`config.mk`:
```
export PLATFORM = sky130hd
export DESIGN_NAME = nonce_select
export DESIGN_NICKNAME = d
export VERILOG_FILES = /design/src/rtl/nonce_select.sv
export SDC_FILE = /design/constraint.sdc
export NUM_CORES = 1
export LEC_CHECK = 0
export BUFFER_PORTS_ARGS = -buffer_cell sky130_fd_sc_hd__buf_2
export CORE_ASPECT_RATIO = 2
export CORE_MARGIN = 5
export CORE_UTILIZATION = 51
export DETAILED_ROUTE_END_ITERATION = 16
export PLACE_DENSITY_LB_ADDON = 0.15
export SYNTH_ARGS = -nofsm -noshare
export SYNTH_HDL_FRONTEND = slang
export SYNTH_SLANG_ARGS = --single-unit
```
`constraint.sdc`:
```
create_clock -name clk -period 5.75 [get_ports clk]
set_input_delay 1.15 -clock clk [delete_from_list [all_inputs] [get_ports clk]]
set_output_delay 1.15 -clock clk [all_outputs]
set_load 0.005 [all_outputs]
```
`src/rtl/nonce_select.sv`:
```
// Scans NUM_NONCES hash words on the shared memory port, keeps the smallest one,
// then writes the winning hash and nonce back as a two-word result record.
module nonce_select #(
   parameter int NUM_NONCES = 16,
   parameter int NONCE_W    = 6
) (
   input  logic               clk,
   input  logic               reset_n,
   input  logic               start,
   input  logic [15:0]        hash_addr,
   input  logic [15:0]        result_addr,
   input  logic [31:0]        target,
   output logic               done,
   output logic               found,
   output logic [NONCE_W-1:0] best_nonce,
   output logic [31:0]        best_hash,
   output logic               mem_clk,
   output logic               mem_we,
   output logic [15:0]        mem_addr,
   output logic [31:0]        mem_write_data,
   input  logic [31:0]        mem_read_data
);

   // state      | meaning
   // S_IDLE     | waiting for start
   // S_READ     | issuing hash addresses and capturing returned words
   // S_WR_HASH  | writing best hash to result_addr
   // S_WR_NONCE | writing best nonce to result_addr+1, latching found
   // S_DONE     | pulsing done, back to idle
   typedef enum logic [2:0] {
      S_IDLE, S_READ, S_WR_HASH, S_WR_NONCE, S_DONE
   } state_t;

   localparam int CNT_W = $clog2(NUM_NONCES + 1);
   localparam logic [CNT_W-1:0] CNT_N    = CNT_W'(NUM_NONCES);
   localparam logic [CNT_W-1:0] CNT_LAST = CNT_W'(NUM_NONCES - 1);

   state_t             r_state, w_state_nxt;
   logic [CNT_W-1:0]   r_rd_cnt, w_rd_cnt_nxt;
   logic [CNT_W-1:0]   r_cap_cnt, w_cap_cnt_nxt;
   logic               r_warm, w_warm_nxt;
   logic               r_done, w_done_nxt;
   logic               r_found, w_found_nxt;
   logic [NONCE_W-1:0] r_best_nonce, w_best_nonce_nxt;
   logic [31:0]        r_best_hash, w_best_hash_nxt;
   logic               r_mem_we, w_mem_we_nxt;
   logic [15:0]        r_mem_addr, w_mem_addr_nxt;
   logic [31:0]        r_mem_wdata, w_mem_wdata_nxt;

   always_ff @(posedge clk or negedge reset_n) begin
      if (!reset_n) begin
         r_state      <= S_IDLE;
         r_rd_cnt     <= '0;
         r_cap_cnt    <= '0;
         r_warm       <= 1'b0;
         r_done       <= 1'b0;
         r_found      <= 1'b0;
         r_best_nonce <= '0;
         r_best_hash  <= '0;
         r_mem_we     <= 1'b0;
         r_mem_addr   <= '0;
         r_mem_wdata  <= '0;
      end else begin
         r_state      <= w_state_nxt;
         r_rd_cnt     <= w_rd_cnt_nxt;
         r_cap_cnt    <= w_cap_cnt_nxt;
         r_warm       <= w_warm_nxt;
         r_done       <= w_done_nxt;
         r_found      <= w_found_nxt;
         r_best_nonce <= w_best_nonce_nxt;
         r_best_hash  <= w_best_hash_nxt;
         r_mem_we     <= w_mem_we_nxt;
         r_mem_addr   <= w_mem_addr_nxt;
         r_mem_wdata  <= w_mem_wdata_nxt;
      end
   end

   always_comb begin
      w_state_nxt      = r_state;
      w_rd_cnt_nxt     = r_rd_cnt;
      w_cap_cnt_nxt    = r_cap_cnt;
      w_warm_nxt       = r_warm;
      w_done_nxt       = 1'b0;
      w_found_nxt      = r_found;
      w_best_nonce_nxt = r_best_nonce;
      w_best_hash_nxt  = r_best_hash;
      w_mem_we_nxt     = r_mem_we;
      w_mem_addr_nxt   = r_mem_addr;
      w_mem_wdata_nxt  = r_mem_wdata;
      case (r_state)
         S_IDLE: begin
            if (start) begin
               w_mem_we_nxt   = 1'b0;
               w_mem_addr_nxt = hash_addr;
               w_rd_cnt_nxt   = CNT_W'(1);
               w_cap_cnt_nxt  = '0;
               w_warm_nxt     = 1'b0;
               w_state_nxt    = S_READ;
            end
         end
         S_READ: begin
            w_mem_we_nxt = 1'b0;
            if (r_rd_cnt < CNT_N) begin
               w_mem_addr_nxt = hash_addr + 16'(r_rd_cnt);
               w_rd_cnt_nxt   = r_rd_cnt + 1'b1;
            end
            // Read data lags the address by two edges; the first READ edge has nothing to capture.
            if (!r_warm) begin
               w_warm_nxt = 1'b1;
            end else begin
               if ((r_cap_cnt == '0) || (mem_read_data < r_best_hash)) begin
                  w_best_hash_nxt  = mem_read_data;
                  w_best_nonce_nxt = NONCE_W'(r_cap_cnt);
               end
               w_cap_cnt_nxt = r_cap_cnt + 1'b1;
               if (r_cap_cnt == CNT_LAST)
                  w_state_nxt = S_WR_HASH;
            end
         end
         S_WR_HASH: begin
            w_mem_we_nxt    = 1'b1;
            w_mem_addr_nxt  = result_addr;
            w_mem_wdata_nxt = r_best_hash;
            w_state_nxt     = S_WR_NONCE;
         end
         S_WR_NONCE: begin
            w_mem_we_nxt    = 1'b1;
            w_mem_addr_nxt  = result_addr + 16'd1;
            w_mem_wdata_nxt = 32'(r_best_nonce);
            w_found_nxt     = (r_best_hash < target);
            w_state_nxt     = S_DONE;
         end
         S_DONE: begin
            w_mem_we_nxt = 1'b0;
            w_done_nxt   = 1'b1;
            w_state_nxt  = S_IDLE;
         end
         default: w_state_nxt = S_IDLE;
      endcase
   end

   assign mem_clk        = clk;
   assign done           = r_done;
   assign found          = r_found;
   assign best_nonce     = r_best_nonce;
   assign best_hash      = r_best_hash;
   assign mem_we         = r_mem_we;
   assign mem_addr       = r_mem_addr;
   assign mem_write_data = r_mem_wdata;

endmodule

```
Yosys cells after proc, flatten, opt, wreduce, memory -nomap -nowiden
Cells that the tools add are included.
{"block": "op_classes", "n_addsub": 4, "n_lt_le_gt_ge": 3, "eq_ne": 9, "muxes": 18, "n_reduce_logical": 16}
{"operator": "$lt A32 B32 Y1", "count": 2}
{"operator": "$pmux W16 S4", "count": 1}
{"operator": "$pmux W32 S2", "count": 1}
{"operator": "$mux W16", "count": 2}
{"operator": "$mux W5", "count": 4}
{"operator": "$pmux W5 S2", "count": 2}
{"operator": "$add A16 B1 Y16 const B", "count": 1}
{"operator": "$add A16 B5 Y16", "count": 1}
{"operator": "$reduce_and A3 Y1", "count": 5}
{"operator": "$pmux W3 S4", "count": 1}
{"operator": "$add A5 B1 Y5 const B", "count": 2}
{"operator": "$mux W3", "count": 3}
{"operator": "$ne A2 B2 Y1 const B", "count": 4}
{"operator": "$eq A3 B2 Y1 const B", "count": 2}
{"operator": "$eq A5 B4 Y1 const B", "count": 1}
{"operator": "$logic_not A5 Y1", "count": 1}
{"operator": "$lt A5 B5 Y1 const B", "count": 1}
{"operator": "$reduce_and A2 Y1", "count": 2}
{"operator": "$reduce_bool A2 Y1", "count": 2}
{"operator": "$reduce_bool A4 Y1", "count": 1}
{"operator": "$reduce_or A2 Y1", "count": 2}
{"operator": "$eq A3 B1 Y1 const B", "count": 1}
{"operator": "$eq A3 B3 Y1 const B", "count": 1}
{"operator": "$logic_not A3 Y1", "count": 1}
{"operator": "5 further kinds", "count": 6}
{"block": "word_totals", "ff_bits": 102, "inputBits": 99, "word_cells": 61}

Depth between registers and ports, before layout
{"block": "logic_depth", "word_depth": 4, "depth_mapped": 9, "ltp_nobuf": 8}

==> impl_metrics.json <==
{
  "min_to": "mem_addr[4]$_DFFE_PN0P_",
  "r2r_slack_ns": 2.21,
  "slew_violations": 0,
  "synth_fa_ha_area_share_pct": 13.80,
  "vias": 6041,
  "crit_type": "clk -> out",
  "cts_setup_buffers": 0,
  "clk_pin_slew_ns": 0.07,
  "syn_avg_cell_area_um2": 9.336,
  "dp.cells": 1028,
  "seq_area_frac_synth_pct": 38.24,
  "core_mm2": 0.01292,
  "r2r-end": "best_hash[13]$_DFFE_PN0P_",
  "end_kind": "output pin",
  "finClkSkew_ns": 0.009940,
  "yosys.area.top_type_share_pct": 38.24,
  "gr-total-overflow": 0,
  "antenna_cells": 0,
  "wl_per_cell_um": 18.91,
  "ir_worst_vdd_mv": 0.3199,
  "rsz0062_at_grt": "false",
  "ctsHoldBuffers": 0,
  "met3_wirelength_um": 1008,
  "synth_edf_count": 0,
  "stdcell_area_mm2": 0.008056,
  "ant_nets": 0,
  "io_buffers": 187,
  "r2r-start": "r_state[1]$_DFFE_PN0P_",
  "slowest_stage": "clkbuf_16",
  "slew_headroom_pct": 25.09,
  "die-area_mm2": 0.01561,
  "setup_tns_ns": 0,
  "fillCellCount": 1145,
  "tritoncts": "yes",
  "yosys_warnings": 0,
  "hold_start": "mem_addr[4]$_DFFE_PN0P_",
  "start_kind": "clock port",
  "min_path_type": "reg -> reg",
  "crit_required_ns": 4.60,
  "area_growth_pct": 20.69,
  "crit_path_cell_trace": "clkbuf_16 > clkbuf_16 > buf_2",
  "grt.total_usage_pct": 25.67,
  "grt_max_degree": 65,
  "drive_gt1_share_pct": 28.19,
  "placed_area_mm2": 0.007691,
  "synth_cell_type_count": 58,
  "start_util_pct": 51.67,
  "top_layer_used": "met4",
  "cts.repair.resized": 0,
  "place_congestion": 0.9014,
  "synth_top_area_cell": "dfrtp_1",
  "nNetsFinal": 1062,
  "cpPeakStageDelay_ns": 0.13,
  "die_w_um": 90.90,
  "setup_viol": 0,
  "final_common_cell": "buf_2",
  "synthXorXnorAreaFrac_pct": 2.099,
  "ys_async_sr_fraction_pct": 100.0,
  "syn-num-nets": 887,
  "holdPathStages": 2,
  "grt_pass1_vias": 6461,
  "yosys.area_share.simple_pct": 14.15,
  "path_max_fanout": 2,
  "finalNonFillerCells": 1046,
  "detail_route.iter0.violations": 256,
  "drt_pass1_iterations": 4,
  "crit_top_cell": "clkbuf_16",
  "reg2reg_depth": 7,
  "worstPathArrival_ns": 3.24,
  "die_height_um": 171.8,
  "synth-compound-area-share_pct": 17.24,
  "synth_top_family_by_area": "compound AO/OA/AOI/OAI gates",
  "drv_cap": 0,
  "ios": 189,
  "antenna_found_initial": 0,
  "dp_hpwl_um": 15310,
  "status": "complete, no violations",
  "synth_area_leaders": "dfrtp_1, ha_1, mux2_2",
  "synth-seq-cells": 102,
  "routed_via_density": 5.775,
  "wl_met1_um": 6494,
  "drt-total-wl_um": 19780,
  "power.density_mw_per_mm2": 509.4,
  "final-hold-violation-count": 0,
  "drc": 0,
  "syn_area_mm2": 0.006675,
  "grt_pass1_wl_um": 31770,
  "dr_wl_met2_um": 11340,
  "insertion_delay_ns": 0.46,
  "final_cell_mix": "buf_2, dfrtp_1, inv_1, ha_1, nand2_1",
  "synthFlopType": "dfrtp_1",
  "rows": 59,
  "synth.area.mux_share_pct": 7.591,
  "synthCells": 715,
  "power.leakage_nw": 4.195,
  "worst_pin_slew_ns": 1.120
}
[per-layer routing]
metal | up-vias | track usage (%)
met5 | - | 0
met4 | 0 | 15.45
met3 | 50 | 4.902
li1 | 2896 | -
met2 | 194 | 50.08
met1 | 2901 | 24.08
[worst max-delay path by stage]
stage                     from  endpoint  slack, ns
after CTS                  clk   mem_clk       1.36
after detailed placement   clk   mem_clk       1.62
final                      clk   mem_clk       1.36
after global placement     clk   mem_clk       1.62
after global routing       clk   mem_clk       1.36
after floorplan            clk   mem_clk       1.61
[registers in the layout (all words and copies together), names as in the netlist, 3 cells and up]
| register | count |
|---|---|
| r_cap_cnt | 5 |
| r_state | 3 |
| r_rd_cnt | 5 |
| best_nonce | 5 |
| best_hash | 32 |
| mem_write_data | 32 |
| mem_addr | 16 |
[through the flow]
| stage | utilization [%] | power, mW | hold slack, ns | setup WS (ns) |
|---|---|---|---|---|
| 2_1_floorplan | - | 2.700 | 0.4726 | 1.614 |
| 3_3_place_gp | 59.54 | 3.326 | 0.4604 | 1.623 |
| 3_5_place_dp | 59.54 | 3.411 | 0.4686 | 1.623 |
| 4_1_cts | 62.36 | 4.146 | 0.4855 | 1.359 |
| 5_1_grt | 62.36 | 4.456 | 0.5045 | 1.356 |
| 6_report | 62.36 | 4.104 | 0.4814 | 1.365 |
[report_power, final]
| part | leakage, nW | switching (mW) | total [mW] | internal, mW |
|---|---|---|---|---|
| Combinational | 2.75 | 1.13 | 2.09 | 0.959 |
| Clock | 0.182 | 0.281 | 0.720 | 0.439 |
| Sequential | 1.26 | 0.278 | 1.30 | 1.02 |
| Total | 4.19 | 1.69 | 4.10 | 2.41 |
[critical path: cells and delay by family]
kind / cells / cell delay [ns]
buffers and inverters: 3 / 0.36
[synthesized netlist by cell type (2+ instances only)]
library cell,count
o22ai_1,6
nor4_1,5
o21ai_0,35
xnor2_1,6
o21a_1,6
o31ai_1,32
or3_1,7
and3_1,8
a2bb2oi_1,2
mux2_2,36
xor2_1,10
a32oi_1,2
nand2b_1,3
ha_1,72
o32a_1,2
clkbuf_1,19
a41oi_1,2
a211o_1,3
buf_1,6
o21bai_1,4
buf_4,2
nor2_1,33
and4_1,3
dfrtp_1,102
o31a_1,2
buf_8,3
nand3_1,18
a21oi_1,46
a31oi_1,4
inv_1,79
a21o_1,17
a211oi_1,3
nand4_1,21
mux2i_1,9
nor3_1,16
nor2b_1,3
nand2_1,67
[cell families after synthesis]
group                    after synthesis
AO/OA/AOI/OAI                        176
buffers and inverters                110
multiplexers                          46
flip-flops                           102
AND/OR/NAND/NOR                      191
XOR/XNOR                              16
other                                  1
adder cells (fa/ha/maj)               73
[final cells by class]
type	instances	area (µm²)	share of cell area [%]
Multi-Input combinational cell	503	3675	45.61
Inverter	79	296.5	3.681
Tap cell	152	190.2	2.361
Clock inverter	4	47.55	0.5902
Sequential cell	102	2554	31.70
Clock buffer	15	322.8	4.007
Timing Repair Buffer	191	970.9	12.05
Note: power is estimated with default switching activity, not from simulation.
